--- src/rtl/app_dot_accum40_pkg.sv ---
// Shared definitions for the multiplier-family blocks: FSM state encoding
// and the signed 32-bit saturation bounds.
package app_dot_accum40_pkg;

  typedef enum logic [1:0] {
    ST_IDLE  = 2'd0,
    ST_ACCUM = 2'd1,
    ST_HOLD  = 2'd2
  } state_e;

  localparam logic [31:0] SAT_MAX = 32'h7FFF_FFFF;
  localparam logic [31:0] SAT_MIN = 32'h8000_0000;

endpackage

--- src/rtl/app_sat40to32.sv ---
// Combinational clamp of a wide signed accumulator into the signed 32-bit range.
module app_sat40to32
  import app_dot_accum40_pkg::*;
#(
  parameter int ACC_W = 40
) (
  input  logic [ACC_W-1:0] acc_i,
  output logic [31:0]      sat_o,
  output logic             sat_flag_o
);

  logic sign;
  logic over_pos;
  logic over_neg;

  // The value fits in 32 bits only when every bit above bit 31 equals the sign bit.
  assign sign     = acc_i[ACC_W-1];
  assign over_pos = !sign && (|acc_i[ACC_W-2:31]);
  assign over_neg = sign && !(&acc_i[ACC_W-2:31]);

  assign sat_flag_o = over_pos || over_neg;
  assign sat_o      = over_pos ? SAT_MAX :
                      over_neg ? SAT_MIN : acc_i[31:0];

endmodule

--- src/rtl/app_dot_accum40.sv ---
// Dot-product accumulator: sums a run of signed 32-bit products into a wide
// accumulator and presents the full-precision and 32-bit saturated results.
module app_dot_accum40
  import app_dot_accum40_pkg::*;
#(
  parameter int ACC_W = 40,
  parameter int LEN_W = 8
) (
  input  logic             sys_clk,
  input  logic             sys_rst_n,
  input  logic             en,
  input  logic             start,
  input  logic [LEN_W-1:0] len,
  input  logic [31:0]      prod,
  input  logic             prod_valid,
  output logic [ACC_W-1:0] acc_out,
  output logic [31:0]      sat_out,
  output logic             sat_flag,
  output logic             out_valid,
  input  logic             out_ready,
  output logic             busy,
  output logic             drop
);

  state_e           state_q, state_d;
  logic [ACC_W-1:0] acc_q, acc_d;
  logic [LEN_W-1:0] cnt_q, cnt_d;
  logic [31:0]      sat_q, sat_d;
  logic             flag_q, flag_d;
  logic             drop_q, drop_d;
  logic [ACC_W-1:0] prod_ext;

  assign prod_ext = {{(ACC_W-32){prod[31]}}, prod};

  always_comb begin
    // NOTE: every signal gets a default before the case so no path leaves it unassigned (no latches).
    state_d = state_q;
    acc_d   = acc_q;
    cnt_d   = cnt_q;
    drop_d  = prod_valid && (state_q != ST_ACCUM);
    unique case (state_q)
      ST_IDLE: begin
        if (start) begin
          acc_d = '0;
          if (len == '0) begin
            state_d = ST_HOLD;
          end else begin
            cnt_d   = len;
            state_d = ST_ACCUM;
          end
        end
      end
      ST_ACCUM: begin
        if (prod_valid) begin
          acc_d = acc_q + prod_ext;
          cnt_d = cnt_q - LEN_W'(1);
          if (cnt_q == LEN_W'(1)) state_d = ST_HOLD;
        end
      end
      ST_HOLD: begin
        if (out_ready) state_d = ST_IDLE;
      end
      default: state_d = ST_IDLE;
    endcase
    // Dropping enable aborts any run and returns everything to reset values.
    if (!en) begin
      state_d = ST_IDLE;
      acc_d   = '0;
      cnt_d   = '0;
      drop_d  = 1'b0;
    end
  end

  // Saturate the next accumulator value so sat_out registers alongside acc_out.
  app_sat40to32 #(.ACC_W(ACC_W)) u_sat (
    .acc_i      (acc_d),
    .sat_o      (sat_d),
    .sat_flag_o (flag_d)
  );

  always_ff @(posedge sys_clk or negedge sys_rst_n) begin
    // NOTE: sequential state uses non-blocking assignments so all registers update together.
    if (!sys_rst_n) begin
      state_q <= ST_IDLE;
      acc_q   <= '0;
      cnt_q   <= '0;
      sat_q   <= '0;
      flag_q  <= 1'b0;
      drop_q  <= 1'b0;
    end else begin
      state_q <= state_d;
      acc_q   <= acc_d;
      cnt_q   <= cnt_d;
      sat_q   <= sat_d;
      flag_q  <= flag_d;
      drop_q  <= drop_d;
    end
  end

  assign acc_out   = acc_q;
  assign sat_out   = sat_q;
  assign sat_flag  = flag_q;
  assign drop      = drop_q;
  assign out_valid = (state_q == ST_HOLD);
  assign busy      = (state_q != ST_IDLE);

endmodule

--- config.mk ---
export PLATFORM = sky130hd
export DESIGN_NAME = app_dot_accum40
export DESIGN_NICKNAME = d
export VERILOG_FILES = /design/src/rtl/app_dot_accum40_pkg.sv /design/src/rtl/app_sat40to32.sv /design/src/rtl/app_dot_accum40.sv
export SDC_FILE = /design/constraint.sdc
export NUM_CORES = 1
export LEC_CHECK = 0
export ABC_AREA = 1
export CORE_MARGIN = 1.5
export CORE_UTILIZATION = 50
export CTS_CLUSTER_SIZE = 10
export DETAILED_ROUTE_END_ITERATION = 6
export PLACE_DENSITY = 0.76
export SLEW_MARGIN = 20
export SYNTH_ARGS = -nofsm -noshare
export SYNTH_HDL_FRONTEND = slang
export SYNTH_SLANG_ARGS = --single-unit
--- constraint.sdc ---
create_clock -name sys_clk -period 3.3 [get_ports sys_clk]
set_clock_uncertainty 0.1 [all_clocks]
set_input_delay 0.495 -clock sys_clk [delete_from_list [all_inputs] [get_ports sys_clk]]
set_output_delay 0.495 -clock sys_clk [all_outputs]
set_load 0.01 [all_outputs]
* Word-level counts from Yosys, hierarchy flattened
Index checks and enable logic that the tools add are counted.
Storage, ports and cells: bits in writable memories 0, memory bits (read-only) 0, output and inout port bits 76, bits in latches 0, bits in registers 84, bits of input ports 46, memories 0
Operators by class: eq/ne operators 10, magnitude comparators 0, div/mod/pow operators 0, multiply operators 0, bitwise logic cells 0, multiplexer cells 19, $add $sub $neg 2, reductions and logical operators 13, shift-type cells 0
Operators with widths (number):
- $mux 40 | 3
- $pmux 40 s2 | 1
- $mux 32 | 2
- $add 40x40->40 | 1
- $mux 8 | 4
- $pmux 8 s2 | 1
- $mux 2 | 6
- $ne 3x3->1 const B | 4
- $eq 8x1->1 const B | 1
- $logic_not 8->1 | 1
- $reduce_and 4->1 | 2
- $reduce_and 8->1 | 1
- $reduce_or 8->1 | 1
- $sub 8x1->8 const B | 1
- $pmux 2 s3 | 1
- $logic_and 1x1->1 | 3
- $ne 3x1->1 const B | 1
- $ne 3x2->1 const B | 1
- $eq 2x1->1 const B | 1
- $eq 2x2->1 const B | 1
- $logic_not 1->1 | 2
- $logic_not 2->1 | 1
- $ne 2x1->1 const B | 1
- $reduce_bool 2->1 | 1
- other kinds (2) | 2

* Longest topological paths before layout
word-level depth 9, depth in mapped cells 22

* Cells and area by module
A second synthesis with hierarchy kept.
Second synthesis, totals: cells, all modules 948, area, all modules 6520.0 sq um
Modules (own cells, without submodules):
- app_dot_accum40 | sequential area each 2102.0 sq um, instances 1, area each 6138.4 sq um, cells each 863
- app_sat40to32 | sequential area each 0.0 sq um, instances 1, area each 381.6 sq um, cells each 85

* Worst setup path before layout
OpenSTA, ideal clock, no wires.
path type input -> register, from in prod[0], to reg flag_q, in the netlist sat_flag, required time 3.081 ns, setup time 0.119 ns, cell stages on the path 20, data arrival time 2.556 ns, path buffers 1, slack 0.524 ns, cells stage by stage ha_1 > inv_1 > fa_1 > inv_1 > nand2_1 > a21oi_2 > nand2_1 > nand2_1 > nand2_1 > nand3_1 > nand2_1 > nand3_1 > nand3_1 > nand2_1 > nand2_1 > nor2_1 > nand3_2 > nand2_4 > buf_12 > nand2_1
On the way: longest elaborated chain between the ends 8
Ends and longest elaborated chain:
- from (decl) | line app_dot_accum40.sv:14 | input logic [31:0] prod,
- $add 40x40->40 * | line app_dot_accum40.sv:55 | acc_d = acc_q + prod_ext;
- $mux 40 * | line app_dot_accum40.sv:54 | if (prod_valid) begin
- $pmux 40 s2 * | line app_dot_accum40.sv:41 | unique case (state_q)
- $mux 40 * | line app_dot_accum40.sv:66 | if (!en) begin
- $reduce_and 8->1 | line app_sat40to32.sv:19 | assign over_neg = sign && !(&acc_i[ACC_W-2:31]);
- $logic_not 1->1 | line app_sat40to32.sv:19
- $logic_and 1x1->1 | line app_sat40to32.sv:19
- $logic_or 1x1->1 * | line app_sat40to32.sv:21 | assign sat_flag_o = over_pos || over_neg;
- net flag_d | line app_dot_accum40.sv:29 | logic flag_q, flag_d;
- to (signal assigned) | line app_dot_accum40.sv:95 | flag_q <= flag_d;
- to (decl) | line app_dot_accum40.sv:29
The timed path passes the listed nets; every way through them passes the cells marked *. A chain may end at the register's enable or synchronous reset.

* Final worst setup path
from in prod[6], to reg sat_q[21], in the netlist sat_out[21]
On the way: longest elaborated chain between the ends 9
Ends and longest elaborated chain:
- $add 40x40->40 * | line app_dot_accum40.sv:55
- $mux 40 * | line app_dot_accum40.sv:54
- $pmux 40 s2 * | line app_dot_accum40.sv:41
- $mux 40 * | line app_dot_accum40.sv:66
- $reduce_and 8->1 | line app_sat40to32.sv:19
- $logic_not 1->1 | line app_sat40to32.sv:19
- $logic_and 1x1->1 | line app_sat40to32.sv:19
- $mux 32 | line app_sat40to32.sv:23 | over_neg ? SAT_MIN : acc_i[31:0];
- $mux 32 * | line app_sat40to32.sv:22 | assign sat_o = over_pos ? SAT_MAX :
- net sat_d[21] | line app_dot_accum40.sv:28 | logic [31:0] sat_q, sat_d;
- to (signal assigned) | line app_dot_accum40.sv:94 | sat_q <= sat_d;
- to (decl) | line app_dot_accum40.sv:28
Marks and branches as above.

==> run summary <==
status - completed
FP Rows - 42
largest stage delay on the critical path - 430 ps
grt total ovfl - 0
reg2reg setup slack - 300 ps
cts bufs inserted - 9
Hold Buf Count CTS - 0
Post-Synth Simple-Gate Area - 32.8%
switching power - 0.00430 W
fin crit share - 95.1%
Total Routing Usage GR - 29.3%
Max clock buf depth - 2
FILL cells - 1126
Worst Tran Pin Value - 744 ps
CTS root buf - clkbuf_16
Vias/cell - 5.37
drt wl/cell - 15.3 µm
Cell Count Post-Placement - 1364
total of max-cap violations - 0
Starting Density - 51.6%
P per Cell Area - 991 nW/µm²
worst path arrival time - 3280 ps
syn nets - 1103
worst hold-check path type - in -> async
ys async rst share - 100%
Final Hold Viols - 0
cell internal pwr - 0.00509 W
ant diodes - 0
die area - 14500 µm²
Sw Ratio - 45.8%
Tmin final - 3140 ps
flops & latches, synth - 84
crit path kind - in -> reg
Req. time, crit path - 3440 ps
syn_area_per_cell - 6.78 µm²
DRC violations left - 0
worst-path cell chain - clkdlybuf4s50_1 -> ha_1 -> nand2_1 -> nand2_1 -> nand2_1 -> nand2_1 -> nand3b_1 -> nand2_1 -> nand2_1 -> nand2_1 -> nand3_1 -> nand3_1 -> nand2_2 -> nand2_1 -> nand2_1 -> nor3_2 -> nand2_2 -> nand2_8 -> clkbuf_16 -> nand2_1
sequential fraction of the synthesis area - 30.5%
clock-pin slew on the worst setup and hold paths - 60 ps
Synth Area in XOR/XNOR - 1.53%
htree depth - 3
FF-to-FF path depth - 19
post-synth cell types - 46
Placement Cell Area - 8790 µm²
Final HPWL DP - 15900 µm
Yosys top cell by area - dfrtp_1
worst-path fanout max - 6
commonest non-fill, non-tap cells in the layout - 283 x nand2_1, 120 x a21oi_1, 120 x clkdlybuf4s50_1
Final Worst Setup Slack - 163 ps
sequential share of power - 20.0%
crit path max-delay cell type - clkdlybuf4s50_1
port bufs - 121
fin nets - 1294
initial antenna violation count - 0
max_slew headroom - 50.4%
Iteration-0 DRC Markers - 526
Critical Path Source Type - input port
vias in the first global route - 7058
post-synthesis compound-gate area fraction - 18.0%
Post-synth EDFFs - 0
critical path capture point type - flip-flop
Clk Latency, worst-skew pair - 350 ps
Max VDD drop - 0.613 mV
die height - 120 µm
layout cells sized above 1 - 18.9%
core area - 13300 µm²
first-pass GRT wire length - 34100 µm
RR Startpoint - acc_out[6]$_DFF_PN0_
via count - 7449
Post-DRT Antenna Nets - 0
combinational fraction of design power - 68.1%
crit-path most repeated cell - nand2_1
WL final - 21300 µm
Fmax - 319 MHz
pins over their slew limit - 0
Multi-input gate area - 4350 µm²
Adder-Cell Fraction of Synth Area - 7.74%
register area - 2100 µm²
die width - 120 µm
TritonRoute pass-1 iters - 5
CTS sink cnt - 84
largest family of logic cells by synthesized area - simple AND/OR/NAND/NOR gates
cells after synthesis - 1015
Final setup viols - 0
Main synth FF type - dfrtp_1
LEAKAGE - 4.63 nW
mux contribution to synthesized area - 0%
TritonCTS clock tree - yes
RD Place Congestion - 0.964
IO Pins - 122
largest net degree at the start of global routing - 85
pre-CTS setup slack - -340 ps
Area Overhead vs Synth - 37.5%
non-filler cells, final - 1387
Yosys warning total - 0
post-route cell area - 9470 µm²
Area contributors post-synth - dfrtp_1 31%, nand2_1 16%, a21oi_1 8.8%
netlist area before placement - 6880 µm²
area share of the largest cell type after synthesis - 30.5%
Reg2Reg Capture Point - sat_out[21]$_DFF_PN0_
Clock power frac - 11.9%
commonest non-fill, non-tap cell in the layout - nand2_1
-- synthesized netlist by cell type, drive strengths merged (2+ instances only) --
master    n
a22oi     2
nand3b    5
xnor2     3
nor4      7
o21bai    5
nand4     4
dfrtp    84
o21ai    35
nor2     91
clkinv    2
nor3      9
a21oi   125
nand3    49
xor2      9
clkbuf    7
and2      2
buf      24
a31oi    27
o32ai     3
a211oi   14
a31o      2
inv     121
nand2   336
ha       41
-- how the worst max path moves through the flow --
stage | from | cells after the start | slack (ps) | end
3_3_place_gp | prod[31] | 18 | -340 | sat_flag$_DFF_PN0_
6_report | prod[6] | 20 | 160 | sat_out[21]$_DFF_PN0_
3_5_place_dp | prod[31] | 20 | -340 | sat_out[9]$_DFF_PN0_
5_1_grt | prod[0] | 21 | -3 | sat_out[21]$_DFF_PN0_
4_1_cts | prod[31] | 18 | 0.8 | sat_flag$_DFF_PN0_
2_1_floorplan | prod[0] | 20 | 520 | sat_flag$_DFF_PN0_
-- critical path: cells and delay by family --
kind | cells | cell delay (ps)
buffers and inverters | 2 | 600
AND/OR/NAND/NOR | 17 | 1810
adder cells (fa/ha/maj) | 1 | 360
-- logic make-up (layout without fill, tap and decap cells) --
kind of cell,count (synthesis),after routing
AO/OA/AOI/OAI,218,218
flip-flops,84,84
XOR/XNOR,12,12
adder cells (fa/ha/maj),42,42
AND/OR/NAND/NOR,505,505
buffers and inverters,154,350
-- final cells by class --
cell class	instances	share of cell area, %
Multi-Input combinational cell	777	45.9
Sequential cell	84	22.2
Timing Repair Buffer	211	21.2
Inverter	123	4.88
Clock buffer	11	2.56
Tap cell	176	2.33
Clock inverter	5	0.899
-- metrics by stage --
step / hold WS (ps) / utilization, % / setup TNS [ps] / total power [W]
final: 81.5 / 70.9 / 0 / 0.00938
after global routing: 152 / 70.9 / -3.53 / 0.0101
after CTS: 269 / 68.3 / 0 / 0.00873
after detailed placement: 441 / 65.8 / -10240 / 0.00758
after global placement: 439 / 65.8 / -10410 / 0.00749
after floorplan: 99.4 / - / 0 / 0.00526
-- power by group through the flow --
| stage | Combinational, W | Clock (W) | Sequential, W |
|---|---|---|---|
| 2_1_floorplan | 0.00328 | 0 | 0.00198 |
| 3_3_place_gp | 0.00563 | 0 | 0.00186 |
| 3_5_place_dp | 0.00571 | 0 | 0.00186 |
| 4_1_cts | 0.00576 | 0.00113 | 0.00185 |
| 5_1_grt | 0.00701 | 0.00118 | 0.00193 |
| 6_report | 0.00639 | 0.00112 | 0.00188 |
-- metal layers --
layer	vias to the layer above	GRT usage (%)	routed length, µm
met5	-	0	0
li1	3711	-	-
met1	3431	39.7	9500
met3	48	3.25	1260
met2	259	48.8	9880
met4	0	10.1	640
-- registers in the layout (all words and copies together), names as in the netlist --
signal	cells
state_q	2
sat_flag	1
acc_out	40
cnt_q	8
drop	1
sat_out	32
-- timing repair --
| item | 4_1_cts | 5_1_grt |
|---|---|---|
| buffers inserted | 0 | 2 |
| gates resized for setup | 0 | 41 |
| endpoints found under the setup margin | 0 | 32 |
Power figures use the tool's default switching activity.
